### src/rtl/demux4_stream_if.sv
// demux4_stream_if: producer-side and consumer-side stream signals of the
// 1-to-4 demultiplexer. The block side uses the slave modport; the
// environment (producer plus four consumers) uses the master modport.
interface demux4_stream_if;
   logic [3:0] din;
   logic       s1;
   logic       s2;
   logic       bcast;
   logic       in_valid;
   logic       in_ready;
   logic [3:0] a;
   logic [3:0] b;
   logic [3:0] c;
   logic [3:0] d;
   logic       a_valid;
   logic       b_valid;
   logic       c_valid;
   logic       d_valid;
   logic       a_ready;
   logic       b_ready;
   logic       c_ready;
   logic       d_ready;
   logic [7:0] cnt;

   modport master (
      output din, s1, s2, bcast, in_valid,
      output a_ready, b_ready, c_ready, d_ready,
      input  in_ready,
      input  a, b, c, d,
      input  a_valid, b_valid, c_valid, d_valid,
      input  cnt
   );

   modport slave (
      input  din, s1, s2, bcast, in_valid,
      input  a_ready, b_ready, c_ready, d_ready,
      output in_ready,
      output a, b, c, d,
      output a_valid, b_valid, c_valid, d_valid,
      output cnt
   );
endinterface

### src/rtl/demux4_stream.sv
// demux4_stream: registered 1-to-4 demultiplexer for 4-bit words. Each
// channel owns a single-entry slot with its own valid/ready handshake, so a
// stalled consumer only blocks words aimed at its own channel. Broadcast
// loads all four slots at once, and only when every slot can take the word.
// Optional feature: define DEMUX4_STREAM_CNT_EN to build the 8-bit
// accepted-word counter; otherwise cnt is tied to zero.
module demux4_stream (
   input  logic               clk,
   input  logic               rst,
   demux4_stream_if.slave     bus
);

   typedef enum logic {
      EMPTY = 1'b0,
      FULL  = 1'b1
   } slot_state_t;

   slot_state_t state_q [4];
   logic [3:0]  data_q  [4];

   logic [3:0] ready_vec;
   logic [3:0] can_load;
   logic [3:0] target;
   logic [1:0] sel;
   logic       accept;

   // Combinational acceptance: which slots can take a word this cycle and
   // whether the offered word (single channel or broadcast) fits.
   always_comb begin
      // NOTE: every output of a combinational block gets a default first, so no
      // path through the block leaves it unassigned and a latch is inferred.
      can_load = '0;
      target   = '0;
      ready_vec = {bus.d_ready, bus.c_ready, bus.b_ready, bus.a_ready};
      sel       = {bus.s2, bus.s1};
      for (int i = 0; i < 4; i++) begin
         // A full slot whose consumer drains this cycle can be replaced.
         can_load[i] = (state_q[i] == EMPTY) || ready_vec[i];
      end
      if (bus.bcast) begin
         target      = 4'hf;
         bus.in_ready = &can_load;
      end else begin
         target[sel]  = 1'b1;
         bus.in_ready = can_load[sel];
      end
      accept = bus.in_valid && bus.in_ready;
   end

   // Per-slot FSM and data: load wins over drain, drain alone empties.
   always_ff @(posedge clk) begin
      // NOTE: sequential state uses non-blocking assignments so every register
      // samples the pre-edge values regardless of statement order.
      if (rst) begin
         for (int i = 0; i < 4; i++) begin
            state_q[i] <= EMPTY;
            // NOTE: the slot data is explicitly cleared because its reset value
            // is observable on the a..d outputs, not only the valid flags.
            data_q[i]  <= '0;
         end
      end else begin
         for (int i = 0; i < 4; i++) begin
            if (accept && target[i]) begin
               state_q[i] <= FULL;
               data_q[i]  <= bus.din;
            end else if (state_q[i] == FULL && ready_vec[i]) begin
               state_q[i] <= EMPTY;
            end
         end
      end
   end

   assign bus.a       = data_q[0];
   assign bus.b       = data_q[1];
   assign bus.c       = data_q[2];
   assign bus.d       = data_q[3];
   assign bus.a_valid = (state_q[0] == FULL);
   assign bus.b_valid = (state_q[1] == FULL);
   assign bus.c_valid = (state_q[2] == FULL);
   assign bus.d_valid = (state_q[3] == FULL);

`ifdef DEMUX4_STREAM_CNT_EN
   logic [7:0] cnt_q;

   // Accepted-word counter; a broadcast is one word, wraps naturally at 255.
   always_ff @(posedge clk) begin
      if (rst) begin
         cnt_q <= '0;
      end else if (accept) begin
         cnt_q <= cnt_q + 8'd1;
      end
   end

   assign bus.cnt = cnt_q;
`else
   assign bus.cnt = '0;
`endif

endmodule

### src/flat_wrapper.sv
// flat-port wrapper written by rule: the top's interface ports become plain ports
module demux4_stream_flat 
  (clk, rst, bus_din, bus_s1, bus_s2, bus_bcast, bus_in_valid, bus_a_ready, bus_b_ready, bus_c_ready, bus_d_ready, bus_in_ready, bus_a, bus_b, bus_c, bus_d, bus_a_valid, bus_b_valid, bus_c_valid, bus_d_valid, bus_cnt);
  demux4_stream_if bus_i ();
  input  logic clk;
  input  logic rst;
  input wire logic [$bits(bus_i.din)-1:0] bus_din;
  input wire logic [$bits(bus_i.s1)-1:0] bus_s1;
  input wire logic [$bits(bus_i.s2)-1:0] bus_s2;
  input wire logic [$bits(bus_i.bcast)-1:0] bus_bcast;
  input wire logic [$bits(bus_i.in_valid)-1:0] bus_in_valid;
  input wire logic [$bits(bus_i.a_ready)-1:0] bus_a_ready;
  input wire logic [$bits(bus_i.b_ready)-1:0] bus_b_ready;
  input wire logic [$bits(bus_i.c_ready)-1:0] bus_c_ready;
  input wire logic [$bits(bus_i.d_ready)-1:0] bus_d_ready;
  output wire logic [$bits(bus_i.in_ready)-1:0] bus_in_ready;
  output wire logic [$bits(bus_i.a)-1:0] bus_a;
  output wire logic [$bits(bus_i.b)-1:0] bus_b;
  output wire logic [$bits(bus_i.c)-1:0] bus_c;
  output wire logic [$bits(bus_i.d)-1:0] bus_d;
  output wire logic [$bits(bus_i.a_valid)-1:0] bus_a_valid;
  output wire logic [$bits(bus_i.b_valid)-1:0] bus_b_valid;
  output wire logic [$bits(bus_i.c_valid)-1:0] bus_c_valid;
  output wire logic [$bits(bus_i.d_valid)-1:0] bus_d_valid;
  output wire logic [$bits(bus_i.cnt)-1:0] bus_cnt;
  assign bus_i.din = bus_din;
  assign bus_i.s1 = bus_s1;
  assign bus_i.s2 = bus_s2;
  assign bus_i.bcast = bus_bcast;
  assign bus_i.in_valid = bus_in_valid;
  assign bus_i.a_ready = bus_a_ready;
  assign bus_i.b_ready = bus_b_ready;
  assign bus_i.c_ready = bus_c_ready;
  assign bus_i.d_ready = bus_d_ready;
  assign bus_in_ready = bus_i.in_ready;
  assign bus_a = bus_i.a;
  assign bus_b = bus_i.b;
  assign bus_c = bus_i.c;
  assign bus_d = bus_i.d;
  assign bus_a_valid = bus_i.a_valid;
  assign bus_b_valid = bus_i.b_valid;
  assign bus_c_valid = bus_i.c_valid;
  assign bus_d_valid = bus_i.d_valid;
  assign bus_cnt = bus_i.cnt;
  demux4_stream u_core (.clk(clk), .rst(rst), .bus(bus_i));
endmodule
### config.mk
export PLATFORM = sky130hd
export DESIGN_NAME = demux4_stream_flat
export DESIGN_NICKNAME = d
export VERILOG_FILES = /design/src/rtl/demux4_stream_if.sv /design/src/rtl/demux4_stream.sv /design/src/flat_wrapper.sv
export SDC_FILE = /design/constraint.sdc
export NUM_CORES = 1
export LEC_CHECK = 0
export BUFFER_PORTS_ARGS = -buffer_cell sky130_fd_sc_hd__buf_4
export CAP_MARGIN = 40
export CORE_UTILIZATION = 46
export DETAILED_ROUTE_END_ITERATION = 6
export PLACE_DENSITY_LB_ADDON = 0.08
export SYNTH_ARGS = -nofsm -noshare
export SYNTH_HDL_FRONTEND = slang
export SYNTH_SLANG_ARGS = --single-unit
### constraint.sdc
create_clock -name clk -period 2.55 [get_ports clk]
set_input_delay 0 -clock clk [delete_from_list [all_inputs] [get_ports clk]]
set_output_delay 0 -clock clk [all_outputs]
set_load 0.1 [all_outputs]
After elaboration in Yosys (flattened, before gate mapping). Memories as Yosys holds them, arrays and structs flattened. Index checks and enable logic that the tools add are counted.

Flip-flop bits (word level): 0. Bits in writable memories: 20. Bits of input ports: 14. Output and inout bits: 29. Logic and storage cells: 83. Memories kept: 2.

Magnitude comparators: 2. Muxes and demuxes: 48. Bitwise gates (word level): 16. Reductions and logical operators: 15.

Memory list: u_core.data_q (words 4, width 4, rd ports 4, clocked after Yosys merged registers in 0, write ports 4, RTL line demux4_stream.sv:19) `logic [3:0] data_q [4];`; u_core.state_q (words 4, width 1, rd ports 4, clocked after Yosys merged registers in 0, write ports 4, RTL line demux4_stream.sv:18) `slot_state_t state_q [4];`.

Operator list (number): 2-to-1 mux 1 bit (41); 2-to-1 mux 4 bit (5); OR 1 bit (12); logical AND 1 bit (10); logical OR 1 bit (4); inverter 1 bit (4); AND reduction 4 bit (1); < comparator 2 x 3 -> 1 bit, second input constant (1); binary-select mux 1 bit (select 2 bit) (1); demux 1 bit (select 2 bit) (1); >= comparator 2 x 1 -> 1 bit, second input constant (1).

Depth between registers and ports, before layout. An unclocked memory read counts as a cell.

Depth in word-level cells: 13. Gate-level depth with buffers: 6. Depth with buffers taken out: 4.

Worst setup path before layout. OpenSTA, ideal clock, no wires.

Kind: register -> register. From: memory u_core.state_q[3] in the netlist's numbering. To: memory u_core.data_q[1][0], enable pin. Library setup time: 0.338 ns. Data arrival time: 2.012 ns. Required time: 2.212 ns. Slack: 0.201 ns. Stages on the path, launching flop included: 7. Clock period less this slack: 2.349 ns. Path through: edfxtp_1 nor2b_1 nor4_1 a22oi_1 buf_6 buf_6 o21bai_1.

RTL lines (RTL line): from (decl) (demux4_stream.sv:18); to (decl) (demux4_stream.sv:19).

==> key figures <==
Hold path
  • Start point of the worst hold path: bus_d_ready
  • Worst hold path depth: 3
  • Classification of the worst-slack hold path: in -> reg
  • Endpoint, Worst Hold: u_core.state_q[3]

Critical path
  • Launching point of the worst reg2reg path: u_core.state_q[3]
  • Class of the most critical setup path: reg -> reg
  • Endpoint class of the critical path: flop
  • CP Depth: 4
  • Required time reported for the critical path endpoint: 2.54 ns
  • End of the worst register-to-register path: u_core.data_q[1][2]
  • Cell depth of the worst flop-to-flop path: 4
  • Reg2Reg Setup Slack: 0.35 ns
  • Worst path bufs/invs: 0
  • Startpoint type of the worst setup path: flop
  • Critical path's largest stage delay: 0.84 ns
  • Cell with the largest stage delay on the worst path: a22oi_2
  • Data arrival time at the worst-slack endpoint: 2.19 ns
  • Cell chain of the critical path: nor2b_1, nor4_1, a22oi_2, o21bai_1
  • Crit Path Max Fanout: 23
  • Family of cells with the greatest summed delay on the critical path: compound AO/OA/AOI/OAI gates

Synthesis
  • Proportion of synthesized flip-flops having asynchronous set or reset: 0%
  • Primary flip-flop cell chosen by synthesis mapping: edfxtp_1
  • Flops & latches, synth: 20
  • Post-synth top cells: edfxtp_1, nor3_1, buf_4
  • Proportion of synthesized chip area in sequential cells: 58.3%
  • Syn Std Cell Area: 1030 um2
  • Mean area per synthesized cell: 12.0 um2
  • Cell variety after synth: 21
  • Most numerous cell in the Yosys netlist: edfxtp_1
  • Count of synthesis-stage warnings from yosys: 0
  • Number of instances in the synthesized netlist: 86
  • Post-synth EDFFs: 20
  • Share of the synthesized area in the top cell type: 58.3%
  • Largest area contributor in the synthesized netlist: edfxtp_1
  • Most area-consuming cells after synthesis: edfxtp_1, nor3_1, buf_4

Power
  • Relative contribution of the clock network to total power: 16.0%
  • Total power draw: 0.942 mW
  • Reported net switching power: 0.423 mW
  • Switching power as a share of total power: 45.0%
  • Proportion of power drawn by flip-flops and latches: 42.5%
  • Leak pwr: 0.517 nW
  • Peak VDD IR: 0.471 mV
  • Ratio of total power to cell area: 728 nW/um2
  • Internal power summed over all cells: 0.519 mW
  • Share of total power in combinational logic: 41.5%

GRT
  • Combined global-route utilization of all metal layers: 16.0%
  • Vias in the first global route: 630
  • Gr busiest metal: met2
  • Number of antenna violations at the first check in global routing: 0
  • Met2 track demand over resource: 25.8%
  • Met3 track utilization from global routing: 3.43%
  • First-pass GRT wire length: 2890 um
  • Pin count of the biggest net entering global routing: 24
  • Total overflow reported by the global router: 0
  • Grt met1 use: 20.9%

Timing
  • Worst rel slew slack: 32.4%
  • Final setup violating endpoints: 0
  • Total Neg Setup Slack: 0 ns
  • Clock Skews: 0.00667 ns
  • Minimum setup slack in the final design: 0.349 ns
  • Count of final max-slew check failures: 0
  • Minimum clock period: 2.20 ns
  • Worst-margin pin slew: 1.01 ns
  • RSZ-0062 raised after global routing: no
  • Timing-limited maximum frequency: 454 MHz
  • Fin crit share: 86.3%
  • Final hold violations: 0

Layout
  • Layout cells sized above 1: 38.3%
  • Final-stage net count: 135
  • Area delta synth->final: 25.5%
  • # diodes: 0

Routing
  • Via-to-Cell Ratio: 4.80
  • Drt first-iter violations: 8
  • Post-detailed-route DRC marker count: 0
  • DR WL/cell: 12.3 um
  • First drt pass iteration count: 3
  • Via count: 705
  • Detailed-route wire length: 1800 um
  • Final antenna-violating net count: 0

Clock network
  • Clock sink count: 20
  • Master cell of the clock root buffer: clkbuf_4
  • Post-cts resize count: 0
  • Clock Path Buffers: 2
  • # Post-CTS Setup Buffers: 0
  • Cts hold-fix bufs: 0
  • CTS buffer count: 3
  • H-tree depth: 1
  • Later-pin clock latency in the skew report: 0.30 ns
  • Clk pin slew, worst setup/hold paths: 0.11 ns
  • TritonCTS clock tree: done

Die
  • Area of the core: 2040 um2
  • Number of core rows: 16
  • Starting utilization of the core area: 50.5%
  • Die boundary width: 49.3 um
  • Die span in y: 49.3 um
  • Number of placed I/O pins: 43
  • Area of the die: 2430 um2

Flow run
  • Total of max-cap violations: 0

Placement
  • Hpwl dp: 1380 um
  • Buffers on Ports: 34
  • Worst setup slack after placement: 0.368 ns
  • Routability cong.: 0.714

Outcome
  • Outcome: completed
-- power groups by stage --
stage	Clock [mW]	Combinational (mW)	Sequential, mW
2_1_floorplan	0	0.144	0.596
3_3_place_gp	0	0.389	0.407
3_5_place_dp	0	0.391	0.408
4_1_cts	0.152	0.391	0.401
5_1_grt	0.165	0.403	0.404
6_report	0.151	0.391	0.400
-- layout by cell type, fill, tap and decap left out, types with 3 or more instances in the layout --
| cell | Yosys | final |
|---|---|---|
| a21oi_1 | 4 | 4 |
| buf_4 | 8 | 35 |
| clkbuf_4 | 0 | 3 |
| conb_1 | 1 | 8 |
| edfxtp_1 | 20 | 20 |
| nand2b_1 | 4 | 4 |
| nor2b_1 | 5 | 5 |
| nor3_1 | 15 | 15 |
| nor3_2 | 5 | 5 |
| o21ai_0 | 4 | 4 |
| o21ai_1 | 4 | 4 |
| o21bai_1 | 4 | 4 |
-- kinds of logic after synthesis --
logic type / share of synthesized area, %
AO/OA/AOI/OAI: 11.6
buffers and inverters: 9.22
flip-flops: 58.3
other: 0.364
AND/OR/NAND/NOR: 20.5
-- worst max path at each step --
| stage | start | endpoint | slack [ns] |
|---|---|---|---|
| finish | u_core.state_q[3] | u_core.data_q[1][2] | 0.35 |
| global route | u_core.state_q[3] | u_core.data_q[1][2] | 0.16 |
| CTS | u_core.state_q[3] | u_core.data_q[1][2] | 0.34 |
| detailed placement | u_core.state_q[3] | u_core.data_q[1][2] | 0.37 |
| global placement | u_core.state_q[3] | u_core.data_q[2][1] | 0.47 |
| floorplan | u_core.state_q[3] | u_core.data_q[1][0] | 0.20 |
-- final cells by class --
type | instances | area, um2
clock buffers | 3 | 22.5
clock inverters | 1 | 3.75
fillers | 194 | 748
inverters | 1 | 3.75
multi-input cells | 60 | 367
flip-flops and latches | 20 | 601
well taps | 27 | 33.8
repair buffers | 35 | 263
-- sequential cells by signal, indices dropped and copies added, names as in the netlist --
name / flops
u_core.data_q: 16
u_core.state_q: 4
-- metrics by stage --
stage	instances	util, %	instance area, um2	hold slack [ns]
2_1_floorplan	93	-	1060	0.212
3_3_place_gp	143	62.1	1270	0.348
3_5_place_dp	143	62.1	1270	0.347
4_1_cts	147	63.4	1290	0.0313
5_1_grt	147	63.4	1290	0.0376
6_report	147	63.4	1290	0.0353
-- tightest hold or removal path, stage by stage --
cell	delay, ns
buf_4	0.08
a21oi_1	0.05
o21ai_0	0.08
-- per-layer routing --
metal,vias to the layer above,part of all wire (%)
met5,-,0
met3,2,5.3
met4,0,0.72
li1,371,-
met2,22,48
met1,310,46
No activity file was read; power rests on OpenSTA's default activity.
